<file path="src/rtl/buzzer_scheduler.sv">
// Buzzer arbiter and beep-burst sequencer.
// Fixed-priority grant, N beeps at a tone rate, then a silent gap.
module buzzer_scheduler #(
  parameter int COUNT_MAX  = 25000000,
  parameter int GAP_CYCLES = 12500000
) (
  input  logic        clk,
  input  logic        rst,
  input  logic [3:0]  req,
  input  logic [11:0] beeps_i,
  input  logic [11:0] div_i,
  input  logic        enable,
  output logic        buzzer,
  output logic        busy,
  output logic [3:0]  grant,
  output logic [3:0]  done
);

  localparam int CW = $clog2(COUNT_MAX + GAP_CYCLES);

  typedef logic [CW-1:0] cnt_t;

  localparam cnt_t ONE     = cnt_t'(1);
  localparam cnt_t GAP_END = cnt_t'(GAP_CYCLES - 1);
  localparam cnt_t H1      = cnt_t'(COUNT_MAX / 1);
  localparam cnt_t H2      = cnt_t'(COUNT_MAX / 2);
  localparam cnt_t H3      = cnt_t'(COUNT_MAX / 3);
  localparam cnt_t H4      = cnt_t'(COUNT_MAX / 4);
  localparam cnt_t H5      = cnt_t'(COUNT_MAX / 5);
  localparam cnt_t H6      = cnt_t'(COUNT_MAX / 6);
  localparam cnt_t H7      = cnt_t'(COUNT_MAX / 7);

  typedef enum logic [2:0] {
    S_IDLE,
    S_LOAD,
    S_ON,
    S_OFF,
    S_GAP,
    S_FIN
  } state_t;

  state_t     state;
  logic [2:0] beeps_l;
  logic [2:0] div_l;
  logic [2:0] rem;
  cnt_t       half;
  cnt_t       cnt;

  logic [3:0] win;
  logic [2:0] sel_b;
  logic [2:0] sel_d;
  cnt_t       half_nx;
  logic       abort;

  // lowest set request bit wins; pick its beep count and divisor
  always_comb begin
    win   = req & (~req + 4'd1);
    sel_b = beeps_i[2:0];
    sel_d = div_i[2:0];
    unique case (1'b1)
      win[0]: begin
        sel_b = beeps_i[2:0];
        sel_d = div_i[2:0];
      end
      win[1]: begin
        sel_b = beeps_i[5:3];
        sel_d = div_i[5:3];
      end
      win[2]: begin
        sel_b = beeps_i[8:6];
        sel_d = div_i[8:6];
      end
      win[3]: begin
        sel_b = beeps_i[11:9];
        sel_d = div_i[11:9];
      end
      default: ;
    endcase
  end

  // half-period lookup: constant divides only
  always_comb begin
    half_nx = H1;
    unique case (div_l)
      3'd1:    half_nx = H1;
      3'd2:    half_nx = H2;
      3'd3:    half_nx = H3;
      3'd4:    half_nx = H4;
      3'd5:    half_nx = H5;
      3'd6:    half_nx = H6;
      3'd7:    half_nx = H7;
      default: half_nx = H1;
    endcase
  end

  // owner dropping its request cancels the burst
  always_comb begin
    abort = (req & grant) == 4'd0;
  end

  // burst sequencer with registered outputs
  always_ff @(posedge clk) begin
    if (rst) begin
      state   <= S_IDLE;
      buzzer  <= 1'b1;
      busy    <= 1'b0;
      grant   <= 4'd0;
      done    <= 4'd0;
      beeps_l <= 3'd0;
      div_l   <= 3'd0;
      rem     <= 3'd0;
      half    <= '0;
      cnt     <= '0;
    end else begin
      done <= 4'd0;
      if (state != S_IDLE &&
          state != S_FIN && abort) begin
        state  <= S_IDLE;
        buzzer <= 1'b1;
        grant  <= 4'd0;
        busy   <= 1'b0;
        cnt    <= '0;
      end else begin
        unique case (state)
          S_IDLE: begin
            buzzer <= 1'b1;
            if (enable && |req) begin
              grant   <= win;
              busy    <= 1'b1;
              beeps_l <= (sel_b == 3'd0) ? 3'd1 : sel_b;
              div_l   <= (sel_d == 3'd0) ? 3'd1 : sel_d;
              state   <= S_LOAD;
            end
          end
          S_LOAD: begin
            half   <= half_nx;
            rem    <= beeps_l;
            cnt    <= '0;
            buzzer <= 1'b0;
            state  <= S_ON;
          end
          S_ON: begin
            if (cnt == half - ONE) begin
              cnt    <= '0;
              buzzer <= 1'b1;
              state  <= S_OFF;
            end else begin
              cnt <= cnt + ONE;
            end
          end
          S_OFF: begin
            if (cnt == half - ONE) begin
              cnt <= '0;
              rem <= rem - 3'd1;
              if (rem == 3'd1) begin
                state <= S_GAP;
              end else begin
                buzzer <= 1'b0;
                state  <= S_ON;
              end
            end else begin
              cnt <= cnt + ONE;
            end
          end
          S_GAP: begin
            if (cnt == GAP_END) begin
              cnt   <= '0;
              done  <= grant;
              state <= S_FIN;
            end else begin
              cnt <= cnt + ONE;
            end
          end
          S_FIN: begin
            grant <= 4'd0;
            busy  <= 1'b0;
            state <= S_IDLE;
          end
          default: state <= S_IDLE;
        endcase
      end
    end
  end

endmodule

</file>
<file path="config.mk">
export PLATFORM = sky130hd
export DESIGN_NAME = buzzer_scheduler
export DESIGN_NICKNAME = d
export VERILOG_FILES = /design/src/rtl/buzzer_scheduler.sv
export SDC_FILE = /design/constraint.sdc
export NUM_CORES = 1
export LEC_CHECK = 0
export ABC_AREA = 0
export CAP_MARGIN = 10
export CORE_MARGIN = 2
export CORE_UTILIZATION = 40
export DETAILED_ROUTE_END_ITERATION = 6
export SLEW_MARGIN = 25
export SYNTH_ARGS = -nofsm -noshare
export SYNTH_HDL_FRONTEND = slang
export SYNTH_SLANG_ARGS = --single-unit
</file>
<file path="constraint.sdc">
create_clock -name clk -period 5.3 [get_ports clk]
set_input_delay 1.06 -clock clk [delete_from_list [all_inputs] [get_ports clk]]
set_output_delay 1.06 -clock clk [all_outputs]
set_load 0.02 [all_outputs]
</file>
==> results of run 1 <==
[power groups by stage]
stage	logic, uW	clock network, uW	registers, uW
3_5_place_dp	316	0	622
4_1_cts	318	617	610
6_report	315	607	610
5_1_grt	351	642	615
3_3_place_gp	311	0	622
2_1_floorplan	235	0	601
[cells in the mapped netlist (all sizes together), types with 14 or more instances]
master  instances  share of area, %
nand2          86               7.1
dfxtp          72                32
nor2           61               5.0
clkbuf         37               3.1
a21oi          30               3.3
o21ai          28               3.3
nor3           24               2.9
nand3          21               2.3
xor2           20               3.9
and2           18               2.5
nand4          17               2.7
o22ai          14               1.9
[area by class of cell]
class                           instances  area [sq um]
Sequential cell                        72          1440
Timing Repair Buffer                   45           438
Fill cell                            1095          5690
Tap cell                              140           175
Clock inverter                          5          57.6
Clock buffer                           10           239
Inverter                               14          52.6
Multi-Input combinational cell        477          2890
[metal layers]
layer | up-vias | track usage, % | part of all wire, %
li1 | 2234 | - | -
met1 | 2033 | 28.2 | 49
met2 | 101 | 31.0 | 45
met3 | 13 | 2.85 | 3.9
met4 | 0 | 6.42 | 1.5
met5 | - | 0 | 0
[worst paths after layout]
check	start	endpoint	slack (ns)
max	half[3]	cnt[11]	1.53
min	rem[1]	rem[1]	0.50
max reg2reg	half[3]	cnt[11]	1.53
min reg2reg	rem[1]	rem[1]	0.50
[sequential cells by signal, summed over array words and instances (netlist names)]
name,cells
cnt,26
half,24
done,4
grant,4
beeps_l,3
div_l,3
rem,3
state,3
busy,1
buzzer,1
[cell families after synthesis]
| group | Yosys count | share of synthesized area (%) |
|---|---|---|
| buffers and inverters | 55 | 4.90 |
| AOI/OAI and AO/OA | 149 | 22.9 |
| and+or+nand+nor | 289 | 32.5 |
| xor gates and xnor gates | 33 | 6.36 |
| muxes | 2 | 0.441 |
| adders and majority gates | 4 | 1.10 |
| DFF | 72 | 31.7 |
[layout by cell type (no fill, tap or decap), types with 3 or more instances in the layout]
cell,instances
buf_4,5
nand2b_1,5
clkbuf_16,9
a221oi_1,6
and4_1,3
and2_1,18
o22ai_1,14
a22oi_1,7
dfxtp_1,72
and3_1,7
or3_1,7
o21bai_1,3
o21ai_1,4
o211ai_1,13
a21oi_1,30
nor2_1,61
nand4_1,16
clkdlybuf4s50_1,40
ha_1,4
nand3_1,21
clkinvlp_4,3
nor3_1,22
o31ai_1,6
o21ai_0,23
nand2_1,86
inv_1,13
nor3b_1,6
nor2b_1,11
a31oi_1,3
a311oi_1,5
xor2_1,20
a211oi_1,8
nor4_1,10
xnor2_1,13
[tightest hold or removal path, cell delays in order, from the launching register on]
cell and delay (ns):
dfxtp_1 0.32, o211ai_1 0.09, o31ai_1 0.06
[per-stage QoR]
| step | hold WS [ns] | setup WS (ns) |
|---|---|---|
| 2_1_floorplan | 0.468 | 2.39 |
| 3_3_place_gp | 0.490 | 1.41 |
| 3_5_place_dp | 0.493 | 1.26 |
| 4_1_cts | 0.508 | 1.53 |
| 5_1_grt | 0.536 | 1.23 |
| 6_report | 0.503 | 1.53 |
==> impl_metrics.json, run 1 <==
{
  "power_frac_comb_pct": 20.6,
  "r2r_cells": 11,
  "io_pins": 41,
  "rsz0062_at_grt": "no",
  "first_pass_iters": 5,
  "final_cells": 763,
  "slowest_delay_ns": 0.56,
  "grtUsageTotal_pct": 19.9,
  "intPower_uw": 1070,
  "worstSetupPathType": "flop to flop",
  "avgSynthCellArea_sq_um": 7.52,
  "holdCritPathClass": "flop to flop",
  "critical_path_buf_inv_count": 2,
  "clock_path_buffers": 2,
  "cts-htree-levels": 3,
  "grt_max_degree": 33,
  "grt_antenna_before_repair": 0,
  "antenna_left": 0,
  "cts_resized": 0,
  "grt_pass1_wl_mm": 20.3,
  "path_clk_slew_ns": 0.06,
  "die_x_um": 111,
  "grt_pass1_vias": 4086,
  "synthCells": 604,
  "cp.arrival_ns": 3.96,
  "synth-edff-count": 0,
  "wl_mm": 12.2,
  "io_buffers": 40,
  "drcViolationCount": 0,
  "cts_tree": "yes",
  "hold_buffers": 0,
  "dp_cells": 748,
  "synth_seq_cells": 72,
  "fin_nets": 654,
  "yosys_warnings": 0,
  "route.vias.total": 4381,
  "cts_buffers": 9,
  "clkLatencyLatePin_ns": 0.34,
  "worst_clock_skew_ns": 0.00604,
  "n_antenna_cell": 0,
  "critical_path_required_ns": 5.49,
  "drive_above_1_share_pct": 5.46,
  "critical_path.max_fanout": 23,
  "finalPower_uw": 1530,
  "period_minus_slack_ns": 3.77,
  "pwr-share-clk_pct": 39.6,
  "cts.sinks": 72,
  "dieHeight_um": 111,
  "area.growth.synth_to_final_pct": 16.6,
  "final_cell_area_sq_um": 5300,
  "max_freq_ghz": 0.265,
  "seqPwrFrac_pct": 39.8,
  "slowest_stage": "nor2_1",
  "p_leak_uw": 0.00197,
  "drt_iter0_drc": 387,
  "synth_async_sr_flop_share_pct": 0,
  "dp.final_hpwl_mm": 8.90,
  "slew_viol_final": 0,
  "hold_depth": 2,
  "seq_area_frac_synth_pct": 31.7,
  "core_area_sq_um": 11000,
  "synth_top_flop_cell": "dfxtp_1",
  "gp_congestion": 0.844,
  "hold_violations": 0,
  "worst-path-stages": 11,
  "netlist_area_sq_um": 4540,
  "drv_cap": 0,
  "p_sw_uw": 466,
  "cts_setup_buffers": 0,
  "avgViaCountPerCell": 5.74,
  "die_area_sq_um": 12200,
  "switching_share_pct": 30.4,
  "grt-ovfl-total": 0,
  "post-route-util_pct": 48.2,
  "crit_chain": "inv_1 > ha_1 > nor4b_4 > nand4_4 > or3_1 > a32o_1 > o21ai_1 > a31oi_1 > buf_4 > nor2_1 > o211ai_1",
  "cts_root_buffer": "clkbuf_16",
  "relSlewSlack_pct": 49.8,
  "finalCritPeriodShare_pct": 71.1,
  "p_per_area_nw_per_um2": 289,
  "setup_violations": 0,
  "wl_per_cell_um": 15.9,
  "synth_cell_types": 68,
  "peakVddDrop_mv": 0.125,
  "worst_pin_slew_ns": 0.748,
  "num_rows": 38,
  "cp_top_family": "simple AND/OR/NAND/NOR gates",
  "final.setup.tns_ns": 0,
  "critPathCaptureType": "flop",
  "start_util_pct": 41.4,
  "synth.net_count": 639,
  "status": "finished clean",
  "post_dp_cell_area_sq_um": 5000,
  "start_kind": "flop"
}
Power figures use the tool's default switching activity.
==> run 2: changes to the inputs <==
==> constraint.sdc (replaced) <==
create_clock -name clk -period 3.2 [get_ports clk]
set_input_delay 0.64 -clock clk [delete_from_list [all_inputs] [get_ports clk]]
set_output_delay 0.64 -clock clk [all_outputs]
set_load 0.02 [all_outputs]
==> run 2 against run 1 <==
  * Final cell count increased by 3.0%
  * Final area increased by 4.0%
  * Critical path depth decreased by 1
  * Core utilization increased by 1.9 points
  * Via count increased by 3.7%
  * Non-clock buffer count increased by 22
  * Sequential power increased by 64%
  * Die area unchanged
  * Clock skew increased by 0.0022 ns
  * Global-route usage increased by 0.46 points
  * Fmax increased by 26%
  * Critical path type unchanged
==> impl_metrics.json, run 2 (synthesized netlist as in run 1, its figures left out) <==
{
  "finalCritPeriodShare_pct": 93.6,
  "core_area_sq_um": 11000,
  "min-delay-start": "rem[1]",
  "holdCritPathClass": "flop to flop",
  "rsz0062_at_grt": "yes",
  "reg_top3": "cnt x26, half x24",
  "die_x_um": 111,
  "dieHeight_um": 111,
  "path_clk_slew_ns": 0.06,
  "final_common_cell": "nand2_1",
  "drv_cap": 0,
  "critical_path_buf_inv_count": 1,
  "start_util_pct": 41.4,
  "grtUsageTotal_pct": 20.3,
  "r2r_cells": 10,
  "fin_nets": 676,
  "worst_clock_skew_ns": 0.00829,
  "n_antenna_cell": 0,
  "worstSetupPathType": "flop to flop",
  "clkLatencyLatePin_ns": 0.34,
  "wl_mm": 12.4,
  "r2r_slack_ns": 0.20,
  "cts_buffers": 9,
  "hold_depth": 2,
  "die_area_sq_um": 12200,
  "grt_pass1_wl_mm": 20.8,
  "cts_root_buffer": "clkbuf_16",
  "p_per_area_nw_per_um2": 487,
  "hold_end": "rem[1]",
  "slowest_stage": "or4_1",
  "worst_pin_slew_ns": 0.628,
  "drcViolationCount": 0,
  "max_freq_ghz": 0.334,
  "antenna_left": 0,
  "route.vias.total": 4542,
  "start_kind": "flop",
  "largest_reg_flops": 26,
  "cts_tree": "yes",
  "hold_buffers": 0,
  "grt_antenna_before_repair": 0,
  "cts.sinks": 72,
  "first_pass_iters": 5,
  "final_cells": 786,
  "drive_above_1_share_pct": 9.13,
  "gp_congestion": 0.899,
  "critical_path.max_fanout": 8,
  "rr_endpoint": "state[0]",
  "period_minus_slack_ns": 3.00,
  "drt_iter0_drc": 351,
  "dp.final_hpwl_mm": 9.18,
  "n_fill_cell": 1069,
  "area.growth.synth_to_final_pct": 21.3,
  "top_register": "cnt",
  "dp_cells": 769,
  "cp.arrival_ns": 3.27,
  "hold-worst-slack_ns": 0.503,
  "grt_max_degree": 32,
  "final_cell_mix": "nand2_1 (86), dfxtp_1 (71), nor2_1 (61)",
  "status": "finished clean",
  "num_rows": 38,
  "p_leak_uw": 0.00212,
  "cts-htree-levels": 3,
  "crit_chain": "inv_1 > ha_2 > nor4b_4 > nand4_4 > or4_1 > a32o_1 > o21ai_4 > a41oi_4 > a2111o_1 > nand2_1",
  "setup_violations": 0,
  "critical_path_required_ns": 3.48,
  "peakVddDrop_mv": 0.292,
  "grt_pass1_vias": 4181,
  "io_pins": 41,
  "hold_violations": 0,
  "slowest_delay_ns": 0.49,
  "cp_top_family": "compound AO/OA/AOI/OAI gates",
  "grt-ovfl-total": 0,
  "slew_viol_final": 0,
  "avgViaCountPerCell": 5.78,
  "clock_path_buffers": 2,
  "finalPower_uw": 2680,
  "relSlewSlack_pct": 58.1,
  "wl_per_cell_um": 15.8,
  "critPathCaptureType": "flop",
  "rr_startpoint": "half[0]",
  "io_buffers": 40
}
[run 2: cell count changes in the layout (fill, tap and decap cells not counted), sizes merged]
cell / before / now
buf: 5 / 27
bufinv: 1 / 2
clkbuf: 10 / 9
clkinv: 2 / 5
clkinvlp: 3 / 0
inv: 13 / 14
[run 2: report_power, final]
part / internal, uW / switching, uW
logic: 241 / 337
clock network: 690 / 413
registers: 937 / 66.0
[run 2: worst max path at each step]
stage | startpoint | end | slack, ns | cells past startpoint
detailed placement | half[3] | state[2] | 0.03 | 10
CTS | half[3] | cnt[21] | 0.01 | 11
global route | half[0] | state[2] | -0.02 | 10
global placement | half[2] | state[2] | 0.11 | 8
finish | half[0] | state[0] | 0.20 | 10
floorplan | half[3] | cnt[23] | 0.29 | 12
[run 2: area by class of cell]
cell class | count | area, sq um | area share, %
multi-input cells | 477 | 2900 | 52.7
flip-flops and latches | 72 | 1440 | 26.2
repair buffers | 67 | 607 | 11.0
clock buffers | 9 | 225 | 4.09
well taps | 140 | 175 | 3.18
clock inverters | 7 | 104 | 1.89
inverters | 14 | 52.6 | 0.954
[run 2: layer usage]
metal	track usage (%)	routed length [um]
met2	31.6	5670
met1	28.4	5790
met3	3.95	689
met5	0	0
met4	6.25	248
[run 2: metrics by stage]
step                      util, %  instance area, sq um  setup slack [ns]  TNS [ns]
after floorplan                 -                  4540             0.286         0
after global placement       46.9                  5150             0.110         0
after detailed placement     46.9                  5150            0.0331         0
after CTS                    49.9                  5480            0.0100         0
after global routing         50.2                  5510           -0.0239   -0.0239
final                        50.2                  5510             0.205         0
[run 2: timing repair]
action,CTS,global route
endpoints found under the setup margin,0,31
resized for setup,0,7
buffers inserted,0,1
endpoints found under the hold margin,0,0
[run 2: worst reg2reg max path, stage by stage (launching register included)]
cell,delay (ns)
dfxtp_1,0.38
inv_1,0.09
ha_2,0.23
nor4b_4,0.35
nand4_4,0.17
or4_1,0.49
a32o_1,0.29
o21ai_4,0.21
a41oi_4,0.21
a2111o_1,0.46
nand2_1,0.07
